$ cat src/rtl/ysyx_22050039_pkg.sv
// ============================================================================
// ysyx_22050039_pkg : shared FSM state and decoder-class encodings (ctrl, IDU)
// Revision: 1.0
// ============================================================================
`default_nettype none

package ysyx_22050039_pkg;

  localparam int TIMEOUT_DEF = 255;

  typedef enum logic [2:0] {
    S_IDLE   = 3'd0,
    S_FETCH  = 3'd1,
    S_DECODE = 3'd2,
    S_EXEC   = 3'd3,
    S_MEM    = 3'd4,
    S_WB     = 3'd5,
    S_HALT   = 3'd6,
    S_ERR    = 3'd7
  } state_e;

  typedef enum logic [2:0] {
    F_ADDI    = 3'd0,
    F_JALR    = 3'd1,
    F_AUIPC   = 3'd2,
    F_LUI     = 3'd3,
    F_SD      = 3'd4,
    F_JAL     = 3'd5,
    F_EBREAK  = 3'd6,
    F_INVALID = 3'd7
  } func_e;

  // Classes that produce a GPR result in WB.
  function automatic logic writes_rd(input func_e f);
    return (f == F_ADDI) || (f == F_JALR) || (f == F_AUIPC) ||
           (f == F_LUI)  || (f == F_JAL);
  endfunction

endpackage

`default_nettype wire

$ cat src/rtl/ysyx_22050039_Cnt.sv
// ============================================================================
// ysyx_22050039_Cnt : wrapping up-counter with enable and synchronous clear
// Revision: 1.0
// ============================================================================
`default_nettype none

module ysyx_22050039_Cnt #(
  parameter int W = 8
) (
  input  logic         clk_i,
  input  logic         rst_ni,
  input  logic         en_i,
  input  logic         clr_i,
  output logic [W-1:0] cnt_o
);

  logic [W-1:0] cnt_q, cnt_d;

  // Clear takes priority so a re-entry cycle never carries a stale count.
  always_comb begin
    cnt_d = cnt_q;
    if (clr_i) begin
      cnt_d = '0;
    end else if (en_i) begin
      cnt_d = cnt_q + W'(1);
    end
  end

  always_ff @(posedge clk_i or negedge rst_ni) begin
    if (!rst_ni) begin
      cnt_q <= '0;
    end else begin
      cnt_q <= cnt_d;
    end
  end

  assign cnt_o = cnt_q;

endmodule

`default_nettype wire

$ cat src/rtl/ysyx_22050039_ctrl.sv
// ============================================================================
// ysyx_22050039_ctrl : multi-cycle core control FSM (fetch/decode/exec/mem/wb)
// Revision: 1.0
// ============================================================================
`default_nettype none

module ysyx_22050039_ctrl
  import ysyx_22050039_pkg::*;
#(
  parameter int TIMEOUT = TIMEOUT_DEF,
  parameter int CNT_W   = 64
) (
  input  logic             clk,
  input  logic             rst,
  output logic             if_req,
  input  logic             if_ack,
  input  logic [2:0]       func,
  output logic             ex_en,
  output logic             mem_req,
  output logic             mem_we,
  input  logic             mem_ack,
  output logic             reg_wen,
  output logic             pc_wen,
  output logic             halt,
  output logic             err,
  output logic [2:0]       state,
  output logic [CNT_W-1:0] inst_cnt
);

  localparam int          TW       = $clog2(TIMEOUT + 1);
  localparam logic [TW-1:0] TMO_LAST = TW'(TIMEOUT - 1);

  state_e        state_q, state_d;
  func_e         func_q, func_d;
  logic [TW-1:0] tmo_cnt;

  // Counts ack-less FETCH cycles; held at zero outside FETCH so each entry starts fresh.
  ysyx_22050039_Cnt #(.W(TW)) u_tmo_cnt (
    .clk_i  (clk),
    .rst_ni (rst),
    .en_i   ((state_q == S_FETCH) && !if_ack),
    .clr_i  (state_q != S_FETCH),
    .cnt_o  (tmo_cnt)
  );

  ysyx_22050039_Cnt #(.W(CNT_W)) u_inst_cnt (
    .clk_i  (clk),
    .rst_ni (rst),
    .en_i   (state_q == S_WB),
    .clr_i  (1'b0),
    .cnt_o  (inst_cnt)
  );

  always_ff @(posedge clk or negedge rst) begin
    if (!rst) begin
      state_q <= S_IDLE;
      func_q  <= F_ADDI;
    end else begin
      state_q <= state_d;
      func_q  <= func_d;
    end
  end

  always_comb begin
    state_d = state_q;
    func_d  = func_q;
    if_req  = 1'b0;
    ex_en   = 1'b0;
    mem_req = 1'b0;
    mem_we  = 1'b0;
    reg_wen = 1'b0;
    pc_wen  = 1'b0;
    halt    = 1'b0;
    err     = 1'b0;
    case (state_q)
      S_IDLE: state_d = S_FETCH;
      S_FETCH: begin
        if_req = 1'b1;
        // An ack on the expiry cycle still completes the fetch.
        if (if_ack) begin
          state_d = S_DECODE;
          func_d  = func_e'(func);
        end else if (tmo_cnt == TMO_LAST) begin
          state_d = S_ERR;
        end
      end
      S_DECODE: begin
        case (func_q)
          F_EBREAK:  state_d = S_HALT;
          F_INVALID: state_d = S_ERR;
          default:   state_d = S_EXEC;
        endcase
      end
      S_EXEC: begin
        ex_en   = 1'b1;
        state_d = (func_q == F_SD) ? S_MEM : S_WB;
      end
      S_MEM: begin
        mem_req = 1'b1;
        mem_we  = 1'b1;
        if (mem_ack) begin
          state_d = S_WB;
        end
      end
      S_WB: begin
        pc_wen  = 1'b1;
        reg_wen = writes_rd(func_q);
        state_d = S_FETCH;
      end
      S_HALT:  halt = 1'b1;
      S_ERR:   err  = 1'b1;
      default: state_d = S_ERR;
    endcase
  end

  assign state = state_q;

endmodule

`default_nettype wire

$ cat config.mk
export PLATFORM = sky130hd
export DESIGN_NAME = ysyx_22050039_ctrl
export DESIGN_NICKNAME = d
export VERILOG_FILES = /design/src/rtl/ysyx_22050039_pkg.sv /design/src/rtl/ysyx_22050039_Cnt.sv /design/src/rtl/ysyx_22050039_ctrl.sv
export SDC_FILE = /design/constraint.sdc
export NUM_CORES = 1
export LEC_CHECK = 0
export CORE_MARGIN = 3
export CORE_UTILIZATION = 57
export CTS_CLUSTER_DIAMETER = 60
export DETAILED_ROUTE_END_ITERATION = 10
export HOLD_SLACK_MARGIN = 0.03
export PLACE_DENSITY = 0.92
export REMOVE_ABC_BUFFERS = 1
export SYNTH_ARGS = -nofsm -noshare
export SYNTH_HDL_FRONTEND = slang
export SYNTH_HIERARCHICAL = 1
export SYNTH_SLANG_ARGS = --single-unit
$ cat constraint.sdc
create_clock -name clk -period 4.75 [get_ports clk]
set_input_delay 0.95 -clock clk [delete_from_list [all_inputs] [get_ports clk]]
set_output_delay 0.95 -clock clk [all_outputs]
set_load 0.05 [all_outputs]
==> out/qor.txt <==
CELLS AND AREA
----------------------------------------------------------------------------
Fraction of final layout cells sized beyond drive strength 1         0.08440
Leading cell types in the layout, fill and taps excluded        80 x sky130_fd_sc_hd__clkdlybuf4s50_1, 78 x sky130_fd_sc_hd__dfrtp_1, 57 x sky130_fd_sc_hd__nor2_1, 35 x sky130_fd_sc_hd__nand4_1, 30 x sky130_fd_sc_hd__a21oi_1
Most common library cell in the layout ignoring fill and taps   sky130_fd_sc_hd__clkdlybuf4s50_1
Final #Nets                                                              549
Finished Layout Cells                                                    644
Area used by multi-input combinational logic                        2221 µm²
Fillers                                                                  509
Antenna Cells                                                              0
Layout Area Growth over Synthesis                                     24.15%
Sequential cell area                                                1952 µm²

POWER
----------------------------------------------------------------------------
Total power divided by cell area                                334.3 nW/µm²
Static Leakage                                                      1.999 nW
Max VDD drop                                                       0.4673 mV

SYNTH
----------------------------------------------------------------------------
Main synth FF type                                              sky130_fd_sc_hd__dfrtp_1
Share of the synthesized area in the top cell type                    0.4501
Number of warnings issued by yosys                                         6
Synthesized area                                                    4337 µm²
Synthesized netlist cell count                                           464
Sequential fraction of the synthesis area                             0.4501
Synth async-reset ratio                                                1.000
Number of synthesized flops with an enable pin                             0
Syn avg cell area                                                  9.346 µm²
Netlist cell types                                                        56
Cell type with the highest aggregate area in the netlist        sky130_fd_sc_hd__dfrtp_1
Number of storage elements in the synthesis netlist                       78
Top cells by area, synth                                        sky130_fd_sc_hd__dfrtp_1 45%, sky130_fd_sc_hd__nand4_1 5.0%, sky130_fd_sc_hd__nor2_1 4.9%

CLOCK TREE
----------------------------------------------------------------------------
Total CTS buffers                                                          9
Number of H-tree branching levels                                          3
Number of cells upsized or downsized after cts                             0
Root cell of the clock tree                                     sky130_fd_sc_hd__clkbuf_8
CTS tree                                                                 yes
Hold buffer count at CTS                                                   0
Sink Count                                                                78
Clock transition at the registers of the reported paths                80 ps
Worst-Skew Late Latency                                               360 ps
Post CTS Setup Buffer Count                                                0
Number of buffers on the longest clock path                                2

FLOORPLAN
----------------------------------------------------------------------------
Overall die area                                                    8691 µm²
Starting utilization of the core area                                 0.5916
FP Rows                                                                   31
Vertical die dimension                                              93.23 µm
Width of the die                                                    93.23 µm
Core outline area                                                   7331 µm²
Ports                                                                     82

STA
----------------------------------------------------------------------------
Summed negative setup slack over all endpoints                          0 ps
Count of endpoints failing setup in the final report                       0
Slack of the critical path                                           1388 ps
Unrepaired setup endpoints after global routing                        false
Number of hold-slack violations in the final timing report                 0
Final Max Slew Viols                                                       0
Worst setup skew after layout                                       10.77 ps
Slew at the pin closest to its max-slew limit                       964.2 ps
Period utilisation layout                                             0.7079
Relative slew slack                                                   0.3572
Final min period                                                     3362 ps
Peak clock frequency supported by timing                          0.2974 GHz

GLOBAL ROUTE
----------------------------------------------------------------------------
Initial antenna violation count                                            0
Number of global-route vias before repair                               3851
First-pass GRT wire length                                          18320 µm
GRT Residual Overflow                                                      0
Pin count of the biggest net entering global routing                      79
Global-route usage over all layers                                    0.2646

SETUP PATH
----------------------------------------------------------------------------
Critical path endpoint category                                  output port
Worst EP arrival                                                     2410 ps
Start-to-end type of the worst setup path                       flip-flop to output port
Element type at the critical path start                            flip-flop
Critical path fanouts, max                                                10
Slack of the worst reg-to-reg path                                   1510 ps
Data required, critical path                                         3800 ps

ROUTE
----------------------------------------------------------------------------
DRT antenna net count                                                      0
Total Wirelength                                                    11100 µm
Residual DRC count                                                         0
Count of TritonRoute iterations in the first routing pass                  7
Violation count after the first detailed-route iteration                 465
Count of vias placed by the detailed router                             3988
Detailed-route vias per instance                                       6.193
DR WL/cell                                                          17.24 µm

PLACEMENT
----------------------------------------------------------------------------
Setup WS pre-CTS                                                     1695 ps
Gp weighted congestion                                                0.8616
Number of cells in the design after placement                            628
Post-detailed-placement half-perimeter wirelength                    7698 µm
Port Buf Inserts                                                          81

JOB
----------------------------------------------------------------------------
Max-capacitance violation count                                            0

STATUS
----------------------------------------------------------------------------
Outcome                                                         finished clean

HOLD PATH
----------------------------------------------------------------------------
Type of the tightest min-delay check                            flip-flop to flip-flop

## routing by layer
metal  global-route usage  vias to the layer above  wire length (µm)
met4              0.08669                        0               210
met2               0.4491                      212              5568
met3              0.05792                       29               894
met5                    0                        -                 0
met1               0.3356                     1917              4426
li1                     -                     1830                 -
## sequential cells by signal, summed over array words and instances, names as in the netlist
signal	cells
u_tmo_cnt/cnt_o	8
state	3
u_inst_cnt/cnt_o	64
func_q	3
## power by group
part / internal [mW] / leakage (nW) / switching, mW
sequential: 0.697 / 1.08 / 0.0716
clock: 0.308 / 0.108 / 0.243
combinational: 0.173 / 0.815 / 0.307
## area by class of cell
type | count | area share
Sequential cell | 78 | 0.3625
Inverter | 13 | 0.009063
Tap cell | 99 | 0.02301
Timing Repair Buffer | 82 | 0.1515
Clock buffer | 10 | 0.02556
Clock inverter | 6 | 0.01580
Multi-Input combinational cell | 356 | 0.4125
## metrics by stage
step,power (mW),hold WS [ps],utilization,cell area (µm²)
after floorplan,1.093,522.7,-,4222
after CTS,1.805,575.3,0.7344,5384
after global placement,1.231,542.1,0.7040,5161
final,1.800,579.0,0.7344,5384
after detailed placement,1.251,557.4,0.7040,5161
after global routing,1.876,597.9,0.7344,5384
## worst max-delay path, stage by stage (launching register included)
cell and delay [ps]:
sky130_fd_sc_hd__dfrtp_1 500, sky130_fd_sc_hd__inv_1 200, sky130_fd_sc_hd__and3_2 340, sky130_fd_sc_hd__a21boi_0 190, sky130_fd_sc_hd__clkdlybuf4s50_1 820
## synth_stat cells (11+ instances only)
cell type and count:
sky130_fd_sc_hd__a21oi_1 30, sky130_fd_sc_hd__clkbuf_1 11, sky130_fd_sc_hd__dfrtp_1 78, sky130_fd_sc_hd__inv_1 13, sky130_fd_sc_hd__nand2_1 28, sky130_fd_sc_hd__nand3_1 20
sky130_fd_sc_hd__nand4_1 35, sky130_fd_sc_hd__nor2_1 57, sky130_fd_sc_hd__nor3_1 14, sky130_fd_sc_hd__o21ai_0 28, sky130_fd_sc_hd__or3_1 22, sky130_fd_sc_hd__xnor2_1 19
sky130_fd_sc_hd__xor2_1 20
## logic make-up after synthesis
family / share of synthesized area
AOI/OAI and AO/OA: 0.1068
xor gates and xnor gates: 0.07877
adders and majority gates: 0.005769
buffers and inverters: 0.03953
DFF: 0.4501
muxes: 0.01241
other: 0.0008647
and+or+nand+nor: 0.3058
## worst paths after layout
check	start	end	depth (start not counted)
max	state[1]	reg_wen	4
min	u_inst_cnt/cnt_o[46]	u_inst_cnt/cnt_o[46]	2
max reg2reg	state[1]	u_inst_cnt/cnt_o[56]	7
min reg2reg	u_inst_cnt/cnt_o[46]	u_inst_cnt/cnt_o[46]	2
max in group asynchronous	rst	u_inst_cnt/cnt_o[46]	1
min in group asynchronous	rst	u_inst_cnt/cnt_o[40]	1
Power figures use the tool's default switching activity.
